File: config.mk
export PLATFORM = sky130hd
export DESIGN_NAME = status_panel_renderer
export DESIGN_NICKNAME = d
export VERILOG_FILES = /design/src/rtl/panel_pkg.sv /design/src/rtl/channel_alarm_fsm.sv /design/src/rtl/status_panel_renderer.sv
export SDC_FILE = /design/constraint.sdc
export NUM_CORES = 1
export LEC_CHECK = 0
export BUFFER_PORTS_ARGS = -buffer_cell sky130_fd_sc_hd__buf_2
export CORE_UTILIZATION = 55
export DETAILED_ROUTE_END_ITERATION = 8
export GPL_ROUTABILITY_DRIVEN = 0
export PLACE_DENSITY = 0.8
export SLEW_MARGIN = 25
export SYNTH_ARGS = -nofsm -noshare
export SYNTH_HDL_FRONTEND = slang
export SYNTH_SLANG_ARGS = --single-unit
File: constraint.sdc
create_clock -name CLOCK_50 -period 4.4 [get_ports CLOCK_50]
set_input_delay 0.22 -clock CLOCK_50 [delete_from_list [all_inputs] [get_ports CLOCK_50]]
set_output_delay 0.22 -clock CLOCK_50 [all_outputs]
set_load 0.005 [all_outputs]
File: src/rtl/panel_pkg.sv
// panel_pkg: shared status codes, alarm FSM encoding and colour constants
// for the status panel renderer.
package panel_pkg;
    typedef enum logic [1:0] {
        ST_OFFLINE = 2'b00,
        ST_OK      = 2'b01,
        ST_ALARM   = 2'b10,
        ST_FAULT   = 2'b11
    } status_t;

    typedef enum logic [1:0] {
        NORMAL      = 2'b00,
        ALARM_UNACK = 2'b01,
        ALARM_ACK   = 2'b10
    } fsm_t;

    localparam logic [23:0] BLACK = 24'h000000;
    localparam logic [23:0] WHITE = 24'hFFFFFF;
    localparam logic [23:0] RED   = 24'hFF0000;
    localparam logic [23:0] GREEN = 24'h00FF00;
    localparam logic [23:0] BLUE  = 24'h0000FF;
endpackage

File: src/rtl/channel_alarm_fsm.sv
// channel_alarm_fsm: per-channel frame snapshot, ack capture and latching
// alarm state machine; everything advances only on frame_start.
module channel_alarm_fsm
    import panel_pkg::*;
(
    input  logic       clk,
    input  logic       rst_n,
    input  logic       frame_start,
    input  logic       ack,
    input  logic [7:0] value_in,
    input  logic [7:0] setpoint_in,
    input  logic [1:0] status_in,
    output logic [7:0] value,
    output logic [7:0] setpoint,
    output logic [1:0] status,
    output fsm_t       state,
    output logic       unack_next
);
    logic ack_pend;
    logic ack_eff;
    logic alarm;
    fsm_t nxt;

    // an ack landing on the frame_start cycle itself still counts for this frame
    always_comb begin
        ack_eff    = ack_pend | ack;
        alarm      = status_in[1];
        nxt        = (state == NORMAL)      ? (alarm ? ALARM_UNACK : NORMAL) :
                     (state == ALARM_UNACK) ? (ack_eff ? (alarm ? ALARM_ACK : NORMAL) : ALARM_UNACK) :
                                              (alarm ? ALARM_ACK : NORMAL);
        unack_next = (nxt == ALARM_UNACK);
    end

    always_ff @(posedge clk or negedge rst_n) begin
        if (!rst_n) begin
            ack_pend <= 1'b0;
            value    <= '0;
            setpoint <= '0;
            status   <= '0;
            state    <= NORMAL;
        end else begin
            ack_pend <= frame_start ? 1'b0 : ack_eff;
            if (frame_start) begin
                value    <= value_in;
                setpoint <= setpoint_in;
                status   <= status_in;
                state    <= nxt;
            end
        end
    end
endmodule

File: src/rtl/status_panel_renderer.sv
// status_panel_renderer: draws NUM_CH channel rows (divider, alarm status block,
// value bar with setpoint marker) through a 2-stage PIX_CE pixel pipeline.
module status_panel_renderer
    import panel_pkg::*;
#(
    parameter int NUM_CH       = 4,
    parameter int V_ACTIVE     = 480,
    parameter int DIV_THICK    = 10,
    parameter int STATUS_X     = 20,
    parameter int STATUS_W     = 60,
    parameter int BAR_X        = 100,
    parameter int BAR_SHIFT    = 1,
    parameter int BLINK_FRAMES = 30
) (
    input  logic                  CLOCK_50,
    input  logic                  RESET_N,
    input  logic                  PIX_CE,
    input  logic [9:0]            PIX_X,
    input  logic [9:0]            PIX_Y,
    input  logic                  PIX_VALID,
    input  logic                  FRAME_START,
    input  logic [8*NUM_CH-1:0]   CH_VALUE,
    input  logic [8*NUM_CH-1:0]   CH_SETPOINT,
    input  logic [2*NUM_CH-1:0]   CH_STATUS,
    input  logic [NUM_CH-1:0]     CH_ACK,
    output logic [7:0]            VGA_R,
    output logic [7:0]            VGA_G,
    output logic [7:0]            VGA_B,
    output logic                  ALARM_ANY
);
    localparam int ROW_H = V_ACTIVE / NUM_CH;
    localparam int RW    = (NUM_CH > 1) ? $clog2(NUM_CH) : 1;
    localparam int BW    = (BLINK_FRAMES > 1) ? $clog2(BLINK_FRAMES) : 1;

    localparam logic [10:0]   Y_END  = 11'(NUM_CH * ROW_H);
    localparam logic [10:0]   S_X0   = 11'(STATUS_X);
    localparam logic [10:0]   S_X1   = 11'(STATUS_X + STATUS_W);
    localparam logic [10:0]   S_Y0   = 11'd16;
    localparam logic [10:0]   S_Y1   = 11'(ROW_H - 16);
    localparam logic [10:0]   B_Y0   = 11'(ROW_H / 2 - 8);
    localparam logic [10:0]   B_Y1   = 11'(ROW_H / 2 + 8);
    localparam logic [10:0]   B_X    = 11'(BAR_X);
    localparam logic [10:0]   D_T    = 11'(DIV_THICK);
    localparam logic [BW-1:0] B_LAST = BW'(BLINK_FRAMES - 1);

    logic [7:0]        val [NUM_CH];
    logic [7:0]        sp  [NUM_CH];
    logic [1:0]        st  [NUM_CH];
    fsm_t              fsm [NUM_CH];
    logic [NUM_CH-1:0] unack_next;

    for (genvar i = 0; i < NUM_CH; i++) begin : g_ch
        channel_alarm_fsm u_fsm (
            .clk         (CLOCK_50),
            .rst_n       (RESET_N),
            .frame_start (FRAME_START),
            .ack         (CH_ACK[i]),
            .value_in    (CH_VALUE[8*i +: 8]),
            .setpoint_in (CH_SETPOINT[8*i +: 8]),
            .status_in   (CH_STATUS[2*i +: 2]),
            .value       (val[i]),
            .setpoint    (sp[i]),
            .status      (st[i]),
            .state       (fsm[i]),
            .unack_next  (unack_next[i])
        );
    end

    logic [RW-1:0] row_d, row1;
    logic [10:0]   base_d, ly_d, x_d, x1;
    logic          y_in, div_d, stat_d, band_d;
    logic          v1, div1, stat1, band1;
    logic [10:0]   bar_end, mark;
    logic          bar_hit, mark_hit;
    logic [1:0]    st_sel;
    fsm_t          fsm_sel;
    logic [23:0]   stat_col, rgb_d, rgb;
    logic [BW-1:0] blink_cnt;
    logic          phase;

    // row decode: the highest row base not above PIX_Y wins, no divider needed
    always_comb begin
        row_d  = '0;
        base_d = '0;
        for (int r = 1; r < NUM_CH; r++)
            if ({1'b0, PIX_Y} >= 11'(r * ROW_H)) begin
                row_d  = RW'(r);
                base_d = 11'(r * ROW_H);
            end
        x_d    = {1'b0, PIX_X};
        ly_d   = {1'b0, PIX_Y} - base_d;
        y_in   = {1'b0, PIX_Y} < Y_END;
        div_d  = y_in && row_d != '0 && ly_d < D_T;
        stat_d = y_in && x_d >= S_X0 && x_d < S_X1 && ly_d >= S_Y0 && ly_d < S_Y1;
        band_d = y_in && ly_d >= B_Y0 && ly_d < B_Y1;
    end

    always_comb begin
        st_sel   = st[row1];
        fsm_sel  = fsm[row1];
        bar_end  = B_X + (11'(val[row1]) << BAR_SHIFT);
        mark     = B_X + (11'(sp[row1]) << BAR_SHIFT);
        bar_hit  = band1 && x1 >= B_X && x1 < bar_end;
        mark_hit = band1 && mark <= x1 + 11'd1 && x1 <= mark + 11'd1;
        stat_col = (st_sel == ST_OFFLINE)    ? BLACK :
                   (fsm_sel == ALARM_ACK)    ? RED :
                   (fsm_sel == ALARM_UNACK)  ? (phase ? RED : WHITE) :
                   (st_sel == ST_OK)         ? GREEN : RED;
        rgb_d    = (!v1 || div1 || mark_hit) ? BLACK :
                   stat1                     ? stat_col :
                   bar_hit                   ? BLUE : WHITE;
    end

    always_ff @(posedge CLOCK_50 or negedge RESET_N) begin
        if (!RESET_N) begin
            row1      <= '0;
            x1        <= '0;
            v1        <= 1'b0;
            div1      <= 1'b0;
            stat1     <= 1'b0;
            band1     <= 1'b0;
            rgb       <= BLACK;
            blink_cnt <= '0;
            phase     <= 1'b0;
            ALARM_ANY <= 1'b0;
        end else begin
            if (FRAME_START) begin
                blink_cnt <= (blink_cnt == B_LAST) ? '0 : blink_cnt + 1'b1;
                phase     <= (blink_cnt == B_LAST) ? ~phase : phase;
                ALARM_ANY <= |unack_next;
            end
            if (PIX_CE) begin
                row1  <= row_d;
                x1    <= x_d;
                v1    <= PIX_VALID;
                div1  <= div_d;
                stat1 <= stat_d;
                band1 <= band_d;
                rgb   <= rgb_d;
            end
        end
    end

    assign {VGA_R, VGA_G, VGA_B} = rgb;
endmodule

==> results.yml <==
status:
  run_status: "finished with violations"
  violations: "DRC, hold timing"
floorplanning:
  dieArea_sq_um: 11900
  start_util: 0.574
  core_area_sq_um: 11000
  die_w_microns: 109
  top_level_ports: 126
  die_h_microns: 109
  row_count: 38
drt:
  vias_per_cell: 5.80
  drt-total-wl_microns: 13700
  wl_per_cell_microns: 17.8
  dr.pass1.iters: 7
  drcViolationCount: 1
  final_antenna_net_count: 0
  drtIter0Drc: 299
  vias: 4449
clock_tree:
  numCtsBuffers: 9
  cts_post_setup_buffers_inserted: 0
  root_buffer: "clkbuf_16"
  hold_buffers: 0
  cts-root-to-sink-buffers: 2
  cts_resized: 0
  tritoncts: "done"
  cts_max_level: 3
  clock_latency_ps: 350
  cts.sinks: 110
  cts.clk_slew.worst_paths_ps: 70
timing:
  skew_ps: 4.73
  setup_violations: 0
  worst_pin_slew_ps: 856
  grt_setup_unrepaired: "false"
  fin_setup_tns_ps: 0
  drv_slew: 0
  hold_viol: 19
  period_share: 0.874
  period_needed_ps: 3850
  timing.fmax_ghz: 0.260
  slew_headroom: 0.429
  fin_hold_ws_ps: -30.2
grt:
  grt_usage: 0.252
  antenna_found_initial: 0
  grt_pass1_vias: 4670
  grt_max_degree: 101
  overflow: 0
  grt_first_pass_wirelength_microns: 22800
synthesis:
  ys.flop_type: "dfrtp_1"
  synth_top_area_frac: 0.435
  syn_inst: 524
  ys_ff_latch: 110
  ys_seq_area_frac: 0.435
  synthArstFlopShare: 1.00
  syn_area_per_cell_sq_um: 12.1
  synth_area_leaders: "dfrtp_1, mux2_2, ha_1"
  syn_nets: 664
  yosysUniqueCellTypes: 55
  ys_warn_count: 0
  synth_edf_count: 0
  syn_area_sq_um: 6330
  synth_top_area_cell: "dfrtp_1"
worst_setup_path:
  cp.arrival_ps: 4060
  end_kind: "flop"
  crit_fanout: 6
  worstSetupPathType: "reg2reg"
  worstPathRequired_ps: 4610
  start_kind: "flop"
finish:
  drive_gt1_frac: 0.388
  multi_input_comb_area_sq_um: 3190
  nFillCells: 840
  ff_latch_area_sq_um: 2750
  final_nets: 763
  final-instance-count-excl-fill: 767
  diodes: 0
  synthToLayoutAreaGrowth_pct: 13.8
min_path:
  hold_class: "in2async"
power:
  ir_worst_vdd_mv: 0.280
  p_sw_frac: 0.307
  p_leak_nw: 3.39
  finalPower_mw: 2.98
  p_comb_frac: 0.296
  pwr-share-clk: 0.278
  pwr-share-seq: 0.426
  p_sw_uw: 916
  powerDensity_nw_per_um2: 414
  p_int_mw: 2.07
placement:
  dpl.hpwl_microns: 10300
  io_buffers: 124
  numPlacedInstances: 752
job:
  max_cap_viol_count: 0
[placed cells by master (no fill, tap or decap), types with 3 or more instances in the layout]
master / synthesis / routed
a211o_1: 4 / 4
a211oi_1: 4 / 4
a21o_1: 7 / 7
a21oi_1: 15 / 15
a31oi_1: 4 / 4
and3_1: 3 / 3
buf_2: 1 / 122
buf_4: 21 / 4
clkbuf_16: 0 / 9
dfrtp_1: 110 / 110
ha_1: 38 / 38
inv_1: 36 / 36
mux2_2: 87 / 87
mux2i_1: 7 / 7
mux4_1: 10 / 10
mux4_2: 10 / 10
nand2_1: 12 / 12
nand2b_1: 7 / 7
nand3_1: 10 / 10
nand4_1: 7 / 7
nor2_1: 26 / 26
nor2b_1: 5 / 5
nor3_1: 10 / 10
nor3b_1: 3 / 3
o21ai_0: 13 / 13
o22ai_1: 8 / 8
xnor2_1: 10 / 10
xor2_1: 11 / 11
[registers in the layout (all words and copies together), names as in the netlist, 3 cells and up]
| signal | flops |
|---|---|
| g_ch.u_fsm.setpoint | 32 |
| g_ch.u_fsm.value | 32 |
| rgb | 3 |
| x1 | 10 |
| g_ch.u_fsm.ack_pend | 4 |
| g_ch.u_fsm.state | 8 |
| blink_cnt | 5 |
| g_ch.u_fsm.status | 8 |
[cells in the mapped netlist, types with 3 or more instances]
| master | n |
|---|---|
| a211o_1 | 4 |
| a211oi_1 | 4 |
| a21o_1 | 7 |
| a21oi_1 | 15 |
| a31oi_1 | 4 |
| and3_1 | 3 |
| buf_4 | 21 |
| clkbuf_1 | 13 |
| dfrtp_1 | 110 |
| ha_1 | 38 |
| inv_1 | 36 |
| mux2_2 | 87 |
| mux2i_1 | 7 |
| mux4_1 | 10 |
| mux4_2 | 10 |
| nand2_1 | 12 |
| nand2b_1 | 7 |
| nand3_1 | 10 |
| nand4_1 | 7 |
| nor2_1 | 26 |
| nor2b_1 | 5 |
| nor3_1 | 10 |
| nor3b_1 | 3 |
| o21ai_0 | 13 |
| o22ai_1 | 8 |
| xnor2_1 | 10 |
| xor2_1 | 11 |
[critical path, cell delays in order (launching register included)]
cell      delay (ps)
dfrtp_1          520
mux4_1           680
ha_1             250
a21oi_1          260
inv_1             70
o21ai_0          220
xnor2_1          170
inv_1             70
ha_1             290
a21o_1           200
a211o_1          290
a211oi_1         180
o32a_1           240
a41o_1           170
o22ai_1          100
[power by group through the flow]
stage / clock network (mW) / registers (mW) / logic, mW
5_1_grt: 0.875 / 1.29 / 0.995
6_report: 0.830 / 1.27 / 0.883
2_1_floorplan: 0 / 1.25 / 0.677
3_5_place_dp: 0 / 1.29 / 0.874
4_1_cts: 0.837 / 1.27 / 0.883
3_3_place_gp: 0 / 1.27 / 0.818
[final timing paths]
kind | start | to | slack (ps) | cells past startpoint
worst max-delay path | row1[0] | rgb[15] | 550 | 14
worst max register to register | row1[0] | rgb[15] | 550 | 14
worst min-delay path | RESET_N | g_ch[2].u_fsm.ack_pend | -30 | 1
max in group asynchronous | RESET_N | v1 | 3340 | 2
worst min register to register | phase | phase | 490 | 1
min in group CLOCK_50 | PIX_X[1] | x1[1] | 80 | 3
[kinds of logic (layout without fill, tap and decap cells)]
group / after synthesis / count (layout) / share of synthesized area
mux: 114 / 114 / 0.243
fa+ha+maj: 39 / 39 / 0.0783
compound gates: 68 / 68 / 0.0718
xor+xnor: 21 / 21 / 0.0291
simple gates: 97 / 97 / 0.0820
buf+inv: 75 / 178 / 0.0611
flops: 110 / 110 / 0.435
[metal layers]
layer | up-vias | global-route usage | routed length [microns]
li1 | 2094 | - | -
met1 | 2176 | 0.317 | 5620
met2 | 149 | 0.429 | 7010
met3 | 30 | 0.0484 | 761
met4 | 0 | 0.0981 | 267
met5 | - | 0 | 0
[area by class of cell]
type,count,area share
clock inverter,3,0.00608
inverter,36,0.0188
clock buffer,12,0.0356
sequential,110,0.382
tap,140,0.0243
multi-input combinational,339,0.443
timing repair buffer,127,0.0905
[metrics by stage]
stage,area (sq um),utilization,setup WS [ps]
detailed placement,6900,0.626,611
CTS,7200,0.653,579
finish,7210,0.653,554
floorplan,6330,-,1100
global route,7210,0.653,287
global placement,6900,0.626,667
Note: power is estimated with default switching activity, not from simulation.
